## src/rtl/spi_pkg.sv

```systemverilog
// Shared definitions for the SPI slave: FSM state encoding, command codes and
// default frame/data widths.
package spi_pkg;

  typedef enum logic [2:0] {
    IDLE,
    CHK_CMD,
    WRITE,
    READ_ADD,
    READ_DATA
  } spi_state_e;

  localparam logic [1:0] CMD_WR_ADDR = 2'b00;
  localparam logic [1:0] CMD_WR_DATA = 2'b01;
  localparam logic [1:0] CMD_RD_ADDR = 2'b10;
  localparam logic [1:0] CMD_RD_DATA = 2'b11;

  localparam int SPI_FRAME_W = 10;
  localparam int SPI_DATA_W  = 8;

endpackage

```

## src/rtl/spi_tx_piso.sv

```systemverilog
// Load-on-strobe parallel-to-serial shifter for MISO read data, MSB first.
// o_done stays set after the last bit until o_clr, so one load per frame.
module spi_tx_piso
  import spi_pkg::*;
#(
  parameter int DATA_W = SPI_DATA_W
) (
  input  logic              clk,
  input  logic              rst_n,
  input  logic              i_clr,
  input  logic              i_load,
  input  logic [DATA_W-1:0] i_data,
  output logic              o_bit,
  output logic              o_busy,
  output logic              o_done
);

  localparam int CW = $clog2(DATA_W + 1);
  localparam logic [CW-1:0] CNT_LOAD = CW'(DATA_W);

  logic [DATA_W-1:0] r_sh;
  logic [CW-1:0]     r_cnt;
  logic              r_done;

  always_ff @(posedge clk) begin
    if (!rst_n || i_clr) begin
      r_sh   <= '0;
      r_cnt  <= '0;
      r_done <= 1'b0;
    end else if (i_load) begin
      r_sh   <= i_data;
      r_cnt  <= CNT_LOAD;
      r_done <= 1'b0;
    end else if (r_cnt != '0) begin
      r_sh  <= {r_sh[DATA_W-2:0], 1'b0};
      r_cnt <= r_cnt - CW'(1);
      if (r_cnt == CW'(1)) r_done <= 1'b1;
    end
  end

  assign o_busy = (r_cnt != '0);
  assign o_bit  = o_busy & r_sh[DATA_W-1];
  assign o_done = r_done;

endmodule

```

## src/rtl/spi_slave.sv

```systemverilog
// SPI slave front-end: MOSI frames to rx_data/rx_valid, RAM read data to MISO.
// Define SPI_FRAME_ERR_EN to add the frame_err abort-detect output.
//
// state     | meaning
// IDLE      | waiting for SS_n low
// CHK_CMD   | sample frame bit 9, pick write / read-address / read-data path
// WRITE     | receive write-address or write-data frame
// READ_ADD  | receive read-address frame (no read address held yet)
// READ_DATA | receive frame, then shift tx_data out on MISO
module spi_slave
  import spi_pkg::*;
#(
  parameter int FRAME_W = SPI_FRAME_W,
  parameter int DATA_W  = SPI_DATA_W
) (
  input  logic               clk,
  input  logic               rst_n,
  input  logic               SS_n,
  input  logic               MOSI,
  output logic               MISO,
  output logic [FRAME_W-1:0] rx_data,
  output logic               rx_valid,
  input  logic [DATA_W-1:0]  tx_data,
  input  logic               tx_valid
`ifdef SPI_FRAME_ERR_EN
  ,
  output logic               frame_err
`endif
);

  localparam int CW = $clog2(FRAME_W + 2);
  localparam logic [CW-1:0] CNT_FULL = CW'(FRAME_W);
  localparam logic [CW-1:0] CNT_DONE = CW'(FRAME_W + 1);

  spi_state_e         r_state, w_next;
  logic [CW-1:0]      r_cnt;
  logic [FRAME_W-1:0] r_shift;
  logic [FRAME_W-1:0] r_rx_data;
  logic               r_rx_valid;
  logic               r_held;

  logic       w_rx_state, w_abort, w_shift_en, w_frame_end, w_load, w_clr;
  logic       w_piso_bit, w_piso_busy, w_piso_done;
  logic [1:0] w_cmd;

  assign w_cmd      = r_shift[FRAME_W-1 -: 2];
  assign w_rx_state = (r_state == WRITE) || (r_state == READ_ADD) || (r_state == READ_DATA);
  assign w_abort    = SS_n && (r_state != IDLE);
  assign w_clr      = w_abort || (r_state == IDLE);
  assign w_shift_en = !SS_n && ((r_state == CHK_CMD) || (w_rx_state && (r_cnt < CNT_FULL)));
  assign w_frame_end = !SS_n && w_rx_state && (r_cnt == CNT_FULL);
  assign w_load     = !SS_n && tx_valid && (r_state == READ_DATA) && (r_cnt == CNT_DONE)
                      && !w_piso_busy && !w_piso_done;

  always_ff @(posedge clk) begin
    if (!rst_n) r_state <= IDLE;
    else        r_state <= w_next;
  end

  always_comb begin
    w_next = r_state;
    case (r_state)
      IDLE:    if (!SS_n) w_next = CHK_CMD;
      CHK_CMD: begin
        if (SS_n)       w_next = IDLE;
        else if (!MOSI) w_next = WRITE;
        else if (r_held) w_next = READ_DATA;
        else            w_next = READ_ADD;
      end
      default: if (SS_n) w_next = IDLE;
    endcase
  end

  // Frame is published one cycle after its last bit; r_cnt parks at CNT_DONE.
  always_ff @(posedge clk) begin
    if (!rst_n) begin
      r_cnt      <= '0;
      r_shift    <= '0;
      r_rx_data  <= '0;
      r_rx_valid <= 1'b0;
      r_held     <= 1'b0;
    end else begin
      r_rx_valid <= 1'b0;
      if (w_clr) begin
        r_cnt   <= '0;
        r_shift <= '0;
      end else if (w_shift_en) begin
        r_shift <= {r_shift[FRAME_W-2:0], MOSI};
        r_cnt   <= r_cnt + CW'(1);
      end else if (w_frame_end) begin
        r_rx_data  <= r_shift;
        r_rx_valid <= 1'b1;
        r_cnt      <= CNT_DONE;
        if (w_cmd == CMD_RD_ADDR)      r_held <= 1'b1;
        else if (w_cmd == CMD_RD_DATA) r_held <= 1'b0;
      end
    end
  end

  spi_tx_piso #(.DATA_W(DATA_W)) u_piso (
    .clk    (clk),
    .rst_n  (rst_n),
    .i_clr  (w_clr),
    .i_load (w_load),
    .i_data (tx_data),
    .o_bit  (w_piso_bit),
    .o_busy (w_piso_busy),
    .o_done (w_piso_done)
  );

  assign MISO     = w_piso_bit;
  assign rx_data  = r_rx_data;
  assign rx_valid = r_rx_valid;

`ifdef SPI_FRAME_ERR_EN
  logic r_frame_err;
  always_ff @(posedge clk) begin
    if (!rst_n) r_frame_err <= 1'b0;
    else        r_frame_err <= w_abort && (((r_cnt != '0) && (r_cnt < CNT_FULL)) || w_piso_busy);
  end
  assign frame_err = r_frame_err;
`endif

endmodule
```

## config.mk

```make
export PLATFORM = sky130hd
export DESIGN_NAME = spi_slave
export DESIGN_NICKNAME = d
export VERILOG_FILES = /design/src/rtl/spi_pkg.sv /design/src/rtl/spi_tx_piso.sv /design/src/rtl/spi_slave.sv
export SDC_FILE = /design/constraint.sdc
export NUM_CORES = 1
export LEC_CHECK = 0
export ABC_AREA = 1
export CORE_MARGIN = 5
export CORE_UTILIZATION = 57
export DETAILED_ROUTE_END_ITERATION = 6
export DONT_BUFFER_PORTS = 1
export PLACE_DENSITY_LB_ADDON = 0.25
export SLEW_MARGIN = 20
export SYNTH_ARGS = -nofsm -noshare
export SYNTH_HDL_FRONTEND = slang
export SYNTH_HIERARCHICAL = 1
export SYNTH_SLANG_ARGS = --single-unit
export TNS_END_PERCENT = 10
```

## constraint.sdc

```tcl
create_clock -name clk -period 3.1 [get_ports clk]
set_clock_uncertainty 0.05 [all_clocks]
set_input_delay 0 -clock clk [delete_from_list [all_inputs] [get_ports clk]]
set_output_delay 0 -clock clk [all_outputs]
set_load 0.005 [all_outputs]
```

== Yosys cells after proc, flatten, opt, wreduce, memory -nomap -nowiden ==
Cells that the tools add are included.

* Logic and storage cells: 75
* Bits in registers: 42
* Output and inout port bits: 12

* $lt $le $gt $ge: 1
* Reduce and logical (&&, ||, !) cells: 33
* Multiplexer cells: 15
* Bitwise gates (word level): 4
* Eq/ne operators: 10
* Add/sub/neg operators: 2

{| class="wikitable"
|+ Operators with widths
! cell !! number
|-
| $mux W4 || 4
|-
| $mux W8 || 2
|-
| $mux W3 || 5
|-
| $logic_and A1 B1 Y1 || 10
|-
| $eq A4 B4 Y1 const B || 2
|-
| $eq A3 B2 Y1 const B || 2
|-
| $pmux W3 S2 || 1
|-
| $reduce_bool A2 Y1 || 3
|-
| $reduce_bool A3 Y1 || 2
|-
| $logic_or A1 B1 Y1 || 5
|-
| $add A4 B1 Y4 const B || 1
|-
| $eq A2 B2 Y1 const B || 2
|-
| $eq A4 B1 Y1 const B || 1
|-
| $logic_not A1 Y1 || 4
|-
| $lt A4 B4 Y1 const B || 1
|-
| $reduce_and A2 Y1 || 2
|-
| $reduce_and A4 Y1 || 1
|-
| $reduce_bool A4 Y1 || 1
|-
| $reduce_or A2 Y1 || 2
|-
| $sub A4 B1 Y4 const B || 1
|-
| $eq A3 B1 Y1 const B || 1
|-
| $eq A3 B3 Y1 const B || 1
|-
| $logic_not A3 Y1 || 1
|-
| $mux W1 || 3
|-
| 5 further kinds || 7
|}

== Longest topological paths before layout ==
Gate-level depths: netlist (run 1).

* Depth in word-level cells: 8
* Mapped depth: 11
* Gate-level depth less buffers: 10

== Hierarchy ==
The synthesis (run 1) kept the hierarchy.

{| class="wikitable"
|+ By module, submodules not included
! module !! times used !! area each (µm²) !! cells an instance
|-
| spi_slave || 1 || 1263.7 || 167
|-
| spi_tx_piso || 1 || 705.7 || 99
|}

== Worst setup path after synthesis (run 1) ==
Ideal clock, no wire load.

* Path type: reg-to-reg
* Start: register u_piso.r_cnt[0]
* End: register u_piso.r_cnt[2]
* Arrival: 1.691 ns
* Library setup time: 0.120 ns
* Path buffers: 2
* Cell stages (with the launch flop): 10
* Required time: 2.930 ns
* Path slack: 1.239 ns
* Clock period less this slack: 1.861 ns
* Cell sequence: dfxtp_1 inv_1 ha_1 buf_6 nand2_2 nor4_1 inv_2 buf_6 nand2_1 nor3_1

* Cells in the longest elaborated chain, start to end: 5
* Elaborated cells on any way between the ends: 6
* Those cells by class: 1 x add/sub; 5 x reduce/logical

{| class="wikitable"
|+ Ends and longest elaborated chain
! item !! RTL line !! source
|-
| start, declared || spi_tx_piso.sv:22 || <nowiki>logic [CW-1:0] r_cnt;</nowiki>
|-
| start signal, assigned || spi_tx_piso.sv:36 || <nowiki>r_cnt <= r_cnt - CW'(1);</nowiki>
|-
| $reduce_bool A4 Y1 || spi_tx_piso.sv:41 || <nowiki>assign o_busy = (r_cnt != '0);</nowiki>
|-
| named net w_piso_busy || spi_slave.sv:43 || <nowiki>logic w_piso_bit, w_piso_busy, w_piso_done;</nowiki>
|-
| $logic_not A1 Y1 || spi_slave.sv:53 || <nowiki>&& !w_piso_busy && !w_piso_done;</nowiki>
|-
| $logic_and A1 B1 Y1 (2 in series) || spi_slave.sv:53 ||
|-
| named net w_load || spi_slave.sv:42 || <nowiki>logic w_rx_state, w_abort, w_shift_en, w_frame_end, w_load, w_clr;</nowiki>
|-
| $reduce_or A2 Y1 (no source line) || - ||
|}

The timed path passes the listed nets, and every way through them passes these cells.
A chain may end at the register's enable or synchronous reset.

== Final worst setup path (run 1) ==
* Start: register u_piso.r_cnt[0]
* End: register u_piso.r_sh[3]

* Cells in the longest elaborated chain, start to end: 5
* Elaborated cells on any way between the ends: 6
* Those cells by class: 1 x mux; 5 x reduce/logical

{| class="wikitable"
|+ Ends and longest elaborated chain
! item !! RTL line !! source
|-
| $reduce_bool A4 Y1 * || spi_tx_piso.sv:41 ||
|-
| named net w_piso_busy || spi_slave.sv:43 ||
|-
| $logic_not A1 Y1 * || spi_slave.sv:53 ||
|-
| $logic_and A1 B1 Y1 * (2 in series) || spi_slave.sv:53 ||
|-
| named net w_load || spi_slave.sv:42 ||
|-
| $mux W8 or $reduce_bool A2 Y1 (tied branches) || - ||
|-
| end signal, assigned || spi_tx_piso.sv:31 || <nowiki>r_sh <= i_data;</nowiki>
|-
| end signal, assigned || spi_tx_piso.sv:35 || <nowiki>r_sh <= {r_sh[DATA_W-2:0], 1'b0};</nowiki>
|-
| end, declared || spi_tx_piso.sv:21 || <nowiki>logic [DATA_W-1:0] r_sh;</nowiki>
|}

The timed path passes the listed nets; every way through them passes the cells marked *.

==> key figures, run 1 <==
STA
  • Worst-Margin Slew: about 0.39 ns
  • Headroom to the max-slew limit: 0.737
  • Final slew viol count: 0
  • Final period utilization: 0.682
  • Hold slack: ~0.042 ns
  • RSZ-0062 raised after global routing: false
  • Setup-failing EPs final: 0
  • Setup tns final: 0 ns
  • Worst setup margin: approximately 1 ns
  • Final Hold Vio Count: 0
  • Fmax achieved: 473 MHz
  • Crit path time final: around 2.1 ns

Placed design
  • Cells after DPL: between 300 and 400
  • Routability-driven placement congestion ratio: roughly 0.77
  • Placed inst area: between 0.0015 and 0.002 mm²
  • # port buffers: 0
  • DP HPWL: 2.73 mm
  • Dpl ws: ~1 ns

Global routing
  • Gr usage total: 0.194
  • Gr ovfl total: 0
  • Vias in the first global route: 1,555
  • Initial antenna violation count: 0
  • First-pass GRT wire length: 6.81 mm
  • Largest net degree at the start of global routing: 22

Worst setup path
  • Worst-path maximum fanout: 16
  • Most frequent CP cell: nand2_1
  • Buffers & Inverters on Critical Path: 3
  • Worst path cell trace: inv_1 -> ha_1 -> nand2_2 -> nor4_2 -> buf_4 -> inv_2 -> nand3_4 -> nand2_1 -> nand2_1 -> nor2_2
  • Slowest cell on the critical path: ha_1
  • Crit path kind: flop to flop
  • Worst setup EP type: flop
  • CP delay by family, top: simple AND/OR/NAND/NOR gates
  • Data arrival, critical path: 2.31 ns
  • Startpoint types: flop
  • Required time worst endpoint: approximately 3.3 ns
  • Max stage delay on crit path: approximately 0.4 ns

Clock tree
  • Root Driver: clkbuf_4
  • CTS buffer count: 5
  • CTS tree: yes
  • Htree depth: 2
  • Post-CTS sizing: 0
  • Reg clk slew, reported paths: 0.12 ns
  • Clk sink count: 42
  • Clock Latency Late Sink: ~0.35 ns
  • Clk buf depth: 2

Routing
  • DRT antenna net count: 0
  • Number of DRC markers in iteration 0: ~120
  • Via count: 1,677
  • Detailed Routing Iterations Pass 1: 4
  • DR vias/cell: between 5 and 6
  • Residual DRC: 0
  • Routed wire length: about 4.0 mm
  • Avg WL per Cell: around 12 µm

Floorplanning
  • Die H: about 69 µm
  • Core area: 0.00334 mm²
  • # rows: 21
  • Initial Util: 0.590
  • I/O pin count: 25
  • Die Width: 68.8 µm
  • Total Die Area: about 0.0047 mm²

Yosys
  • Asr flop ratio synth: 0
  • Yosys warnings: 6
  • Number of flops mapped to enable cells by yosys: 0
  • Synth Register Bits: 42
  • Cells after synthesis: about 270
  • Synth unique cells: 27
  • Netlist Area Pre-Place: 0.00197 mm²
  • Post-synthesis area per instance: 7.40 µm²
  • Register area share after synthesis: 0.427
  • Mapped Nets: 283
  • Main synth FF type: dfxtp_1

Final layout
  • ANT cells: 0
  • Non-Filler Instances: between 300 and 400
  • Share of cells above drive strength 1: 0.126
  • Nets@finish: ~290
  • FF+latch area: between 800 and 900 µm²
  • Area added between synthesis and finish: 9.53%
  • Utilization after layout: 0.646
  • Post-route cell area: around 0.0022 mm²
  • Commonest non-fill, non-tap cell in the layout: nand2_1
  • Most frequent cells in the layout: nand2_1 (72), dfxtp_1 (42), a21oi_1 (28), inv_1 (27), nor2_1 (22)
  • Fillers: between 300 and 400
  • Multi-input logic area: 927 µm²

Power
  • Pwr Total: approximately 0.94 mW
  • Peak VDD IR: 323 µV
  • LEAKAGE: around 0.77 nW
  • Pwr per Cell Area: roughly 430 mW/mm²

Outcome
  • Status: completed

Worst hold path
  • Hold Crit Class: input port to flop

Flow run
  • Max-Cap Viols: 0
-- report_power, final --
group	switching (mW)	internal, mW	total, mW
clock network	0.175	0.170	0.345
logic	0.0300	0.0188	0.0488
registers	0.00234	0.541	0.544
total	0.208	0.730	0.938
-- path summary, 6_finish.rpt --
kind / startpoint / cells after the start / endpoint / slack [ns]
max: u_piso/r_cnt[0] / 10 / u_piso/r_sh[3] / 0.99
min: tx_valid / 5 / u_piso/r_sh[0] / 0.04
max reg2reg: u_piso/r_cnt[0] / 10 / u_piso/r_sh[3] / 0.99
min reg2reg: rx_data[5] / 2 / rx_data[5] / 0.43
-- layer usage --
layer / global-route usage / vias to the layer above / wire, µm
met5: 0 / - / 0
met4: 0.0900 / 0 / 67
met3: 0.0389 / 7 / 147
met2: 0.324 / 27 / 2000
met1: 0.239 / 771 / 1810
li1: - / 872 / -
-- cell usage after synthesis (3+ instances only) --
cell      n  share of area
buf_6     5          0.029
o21ai_1  10          0.025
ha_1      4          0.025
nand3_1   8          0.020
nand2_2   4          0.013
nor2_1   22          0.042
inv_1    27          0.051
a21oi_2   6          0.027
dfxtp_1  42           0.43
nand4_1   9          0.029
nor2_4    3          0.017
nand2_1  72           0.14
inv_2     6          0.011
a21oi_1  28          0.071
o21ai_0   4          0.010
-- registers in the layout (all words and copies together) (netlist names) --
name and count:
u_piso/r_cnt 4, r_shift 10, r_cnt 4, r_state 3, rx_data 10, r_held 1
u_piso/r_sh 8, rx_valid 1, u_piso/o_done 1
-- area by class of cell --
cell class                      count  share of cell area
Multi-Input combinational cell    181               0.430
Sequential cell                    42               0.390
Inverter                           34              0.0592
Timing Repair Buffer               13              0.0580
Tap cell                           46              0.0267
Clock buffer                        6              0.0191
Clock inverter                      2              0.0174
-- repair_timing --
action | CTS | global route
hold endpoints to repair | 34 | 0
setup buffers | 0 | 0
hold buffers | 11 | 0
-- kinds of logic after synthesis --
logic type	Yosys count	synth area share
DFF	42	0.427
buffers and inverters	43	0.105
and+or+nand+nor	126	0.297
xor gates and xnor gates	1	0.00445
AOI/OAI and AO/OA	50	0.141
adders and majority gates	4	0.0254
-- worst reg2reg max path, stage by stage, from the launching register on --
cell and delay [ns]:
dfxtp_1 0.34, inv_1 0.09, ha_1 0.40, nand2_2 0.16, nor4_2 0.32, buf_4 0.23, inv_2 0.14, nand3_4 0.14
nand2_1 0.07, nand2_1 0.07, nor2_2 0.04
No activity file was read; power rests on OpenSTA's default activity.
==> run 2, diff against run 1 <==
--- a/config.mk
+++ b/config.mk
@@ -5,7 +5,7 @@
 export SDC_FILE = /design/constraint.sdc
 export NUM_CORES = 1
 export LEC_CHECK = 0
-export ABC_AREA = 1
+export ABC_AREA = 0
 export CORE_MARGIN = 5
 export CORE_UTILIZATION = 57
 export DETAILED_ROUTE_END_ITERATION = 6
==> constraint.sdc (replaced) <==
create_clock -name clk -period 2.02 [get_ports clk]
set_clock_uncertainty 0.05 [all_clocks]
set_input_delay 0 -clock clk [delete_from_list [all_inputs] [get_ports clk]]
set_output_delay 0 -clock clk [all_outputs]
set_load 0.005 [all_outputs]
==> run 2 against run 1 <==
Net effect:
- first-iteration DRC count decreased by 30%
- critical path depth decreased by 1
- worst hold slack improved by 0.0071 ns
- worst setup slack got worse by 0.96 ns
- count of clock-buffer cells in the layout unchanged
- sequential cell count did not move
- area after synthesis down 2.7%
- final area is 1.7% lower
- wire length barely moved
- die area fell by 2.3%
- global-route usage is 0.45 points lower
- critical endpoint is now u_piso/r_sh[1]
- highest routed layer unchanged
==> key figures, run 2 <==
Yosys
  • Asr flop ratio synth: 0 (unchanged)
  • Netlist Area Pre-Place: 0.00192 mm² (was 0.00197 mm²)
  • Synth Register Bits: 42 (unchanged)
  • Top cell type's share of synthesized area: 0.439 (was 0.427)
  • Cells after synthesis: 198 (was 266)
  • Synth top area cells: dfxtp_1 (44%), mux2i_1 (11%), nor2_1 (5.3%), nor3_1 (5.0%), nor2b_1 (3.9%) (was dfxtp_1 (43%), nand2_1 (14%), a21oi_1 (7.1%), inv_1 (5.1%), nor2_1 (4.2%))
  • Mapped Nets: 215 (was 283)
  • Yosys warnings: 6 (unchanged)
  • Register area share after synthesis: 0.439 (was 0.427)
  • Most frequent cell after synthesis: dfxtp_1 (was nand2_1)
  • Top cell type by total area after synthesis: dfxtp_1 (unchanged)
  • Post-synthesis area per instance: 9.67 µm² (was 7.40 µm²)
  • Commonest cells post-synth: dfxtp_1 (42), nor2_1 (27), mux2i_1 (21), nor3_1 (19), nor2b_1 (12) (was nand2_1 (72), dfxtp_1 (42), a21oi_1 (28), inv_1 (27), nor2_1 (22))
  • Main synth FF type: dfxtp_1 (unchanged)
  • Number of flops mapped to enable cells by yosys: 0 (unchanged)
  • Synth unique cells: 44 (was 27)

Global routing
  • Largest net degree at the start of global routing: 17 (was 22)
  • First-pass GRT wire length: 6.49 mm (was 6.81 mm)
  • Initial antenna violation count: 0 (unchanged)
  • Gr usage total: 0.190 (was 0.194)
  • Gr ovfl total: 0 (unchanged)
  • Vias in the first global route: 1,441 (was 1,555)

Power
  • Pwr Total: 1.31 mW (was 0.938 mW)
  • Part of the power in registers: 0.638 (was 0.580)
  • LEAKAGE: 0.851 nW (was 0.769 nW)
  • Pint: 1.00 mW (was 0.730 mW)
  • Gate power share: 0.054 (was 0.052)
  • Pwr per Cell Area: 619 mW/mm² (was 435 mW/mm²)
  • Sw Share: 0.236 (was 0.221)
  • P_sw: 0.310 mW (was 0.208 mW)
  • Peak VDD IR: 481 µV (was 323 µV)
  • Clk pwr share: 0.308 (was 0.368)

STA
  • Final period utilization: 0.989 (was 0.682)
  • Crit path time final: 2.00 ns (was 2.11 ns)
  • Final Hold Vio Count: 0 (unchanged)
  • Headroom to the max-slew limit: 0.600 (was 0.737)
  • Worst setup margin: 0.0216 ns (was 0.986 ns)
  • Final slew viol count: 0 (unchanged)
  • Setup-failing EPs final: 0 (unchanged)
  • Worst-Margin Slew: 0.598 ns (was 0.393 ns)
  • Fmax achieved: 500 MHz (was 473 MHz)

Final layout
  • Area added between synthesis and finish: 10.7% (was 9.53%)
  • FF+latch area: 841 µm² (unchanged)
  • Commonest non-fill, non-tap cell in the layout: dfxtp_1 (was nand2_1)
  • Utilization after layout: 0.646 (about the same)
  • Nets@finish: 226 (was 294)
  • Share of cells above drive strength 1: 0.124 (was 0.126)
  • ANT cells: 0 (unchanged)
  • Most frequent cells in the layout: dfxtp_1 (42), nor2_1 (27), mux2i_1 (21), nor3_1 (19), nor2b_1 (12) (was nand2_1 (72), dfxtp_1 (42), a21oi_1 (28), inv_1 (27), nor2_1 (22))
  • Fillers: 254 (was 323)
  • Multi-input logic area: 982 µm² (was 927 µm²)

Clock tree
  • Clock Latency Late Sink: 0.35 ns (about the same)
  • # Post-CTS Setup Buffers: 0 (unchanged)
  • Htree depth: 2 (unchanged)
  • Clk buf depth: 2 (unchanged)
  • Reg clk slew, reported paths: 0.12 ns (about the same)
  • CTS tree: yes (unchanged)
  • CTS buffer count: 5 (unchanged)
  • Root Driver: clkbuf_4 (unchanged)
  • Clk sink count: 42 (unchanged)

Placed design
  • Routability-driven placement congestion ratio: 0.865 (was 0.767)
  • # port buffers: 0 (unchanged)
  • Dpl ws: 0.0579 ns (was 0.994 ns)
  • DP HPWL: 2.61 mm (was 2.73 mm)

Worst setup path
  • Required time worst endpoint: 2.24 ns (was 3.30 ns)
  • Data arrival, critical path: 2.22 ns (was 2.31 ns)
  • Worst-path maximum fanout: 16 (unchanged)
  • Startpoint types: flop (unchanged)
  • Crit path kind: flop to flop (unchanged)
  • Worst setup EP type: flop (unchanged)
  • R2R cell count: 9 (was 10)

Floorplanning
  • I/O pin count: 25 (unchanged)
  • Core area: 0.00328 mm² (was 0.00334 mm²)
  • Total Die Area: 0.00462 mm² (was 0.00473 mm²)
  • Die Width: 68.0 µm (was 68.8 µm)
  • Initial Util: 0.583 (was 0.590)
  • # rows: 21 (unchanged)
  • Die H: 68.0 µm (was 68.8 µm)

Routing
  • DRT antenna net count: 0 (unchanged)
  • Number of DRC markers in iteration 0: 81 (was 115)
  • Detailed Routing Iterations Pass 1: 4 (unchanged)
  • Residual DRC: 0 (unchanged)
  • DR vias/cell: 5.80 (was 5.18)
  • Avg WL per Cell: 15.7 µm (was 12.4 µm)
  • Routed wire length: 4.02 mm (about the same)
  • Via count: 1,486 (was 1,677)

Outcome
  • Status: completed (unchanged)

Worst hold path
  • Hold Crit Class: input port to flop (unchanged)
  • Worst hold path depth: 4 (was 5)

Flow run
  • Max-Cap Viols: 0 (unchanged)
run 2: area by class of cell:
cell class,instances,share of cell area
timing repair buffer,15,0.0696
clock buffer,6,0.0195
multi-input combinational,136,0.463
inverter,9,0.0177
sequential,42,0.396
tap,46,0.0271
clock inverter,2,0.00649
run 2: worst max-delay path, cell delays in order, from the launching register on:
cell     delay, ns
dfxtp_1       0.35
inv_1         0.14
ha_4          0.17
nor3b_4       0.20
inv_2         0.06
nor3_1        0.23
and3_4        0.25
buf_8         0.15
nor3_1        0.06
nor4_1        0.25
run 2: final timing paths:
check	start	to	slack [ns]
worst max-delay path	u_piso/r_cnt[0]	u_piso/r_sh[1]	0.02
worst min-delay path	SS_n	r_cnt[3]	0.05
worst min register to register	u_piso/r_sh[0]	u_piso/r_sh[0]	0.45
worst max register to register	u_piso/r_cnt[0]	u_piso/r_sh[1]	0.02
run 2: power groups by stage:
stage / logic, mW / registers (mW) / clock network, mW
2_1_floorplan: 0.0553 / 0.851 / 0
3_3_place_gp: 0.0473 / 0.855 / 0
3_5_place_dp: 0.0487 / 0.856 / 0
4_1_cts: 0.0709 / 0.837 / 0.423
5_1_grt: 0.0773 / 0.839 / 0.457
6_report: 0.0712 / 0.838 / 0.405
run 2: per-stage QoR:
stage	setup TNS (ns)	cell area, µm²	hold WS, ns	cells
6_report	0	2120	0.0494	256
4_1_cts	0	2090	0.0320	256
3_5_place_dp	0	1920	0.0897	237
2_1_floorplan	0	1920	0.0939	198
5_1_grt	-0.290	2120	0.0757	256
3_3_place_gp	0	1920	0.0844	237
run 2: what timing repair did:
action,in CTS,in global routing
hold buffers,11,0
setup endpoints to repair,0,10
resized for setup,0,8
hold endpoints to repair,25,0
run 2: metal layers:
metal / track usage / vias to the layer above / routed length [µm]
met5: 0 / - / 0
met2: 0.327 / 54 / 2090
met4: 0.102 / 0 / 96
met3: 0.0509 / 12 / 223
met1: 0.210 / 708 / 1610
li1: - / 712 / -
run 2: logic make-up after synthesis:
kind of cell	count (synthesis)	synth area share
buffers and inverters	20	0.0607
xor gates and xnor gates	4	0.0183
and+or+nand+nor	92	0.273
DFF	42	0.439
AOI/OAI and AO/OA	15	0.0731
adders and majority gates	4	0.0261
muxes	21	0.110
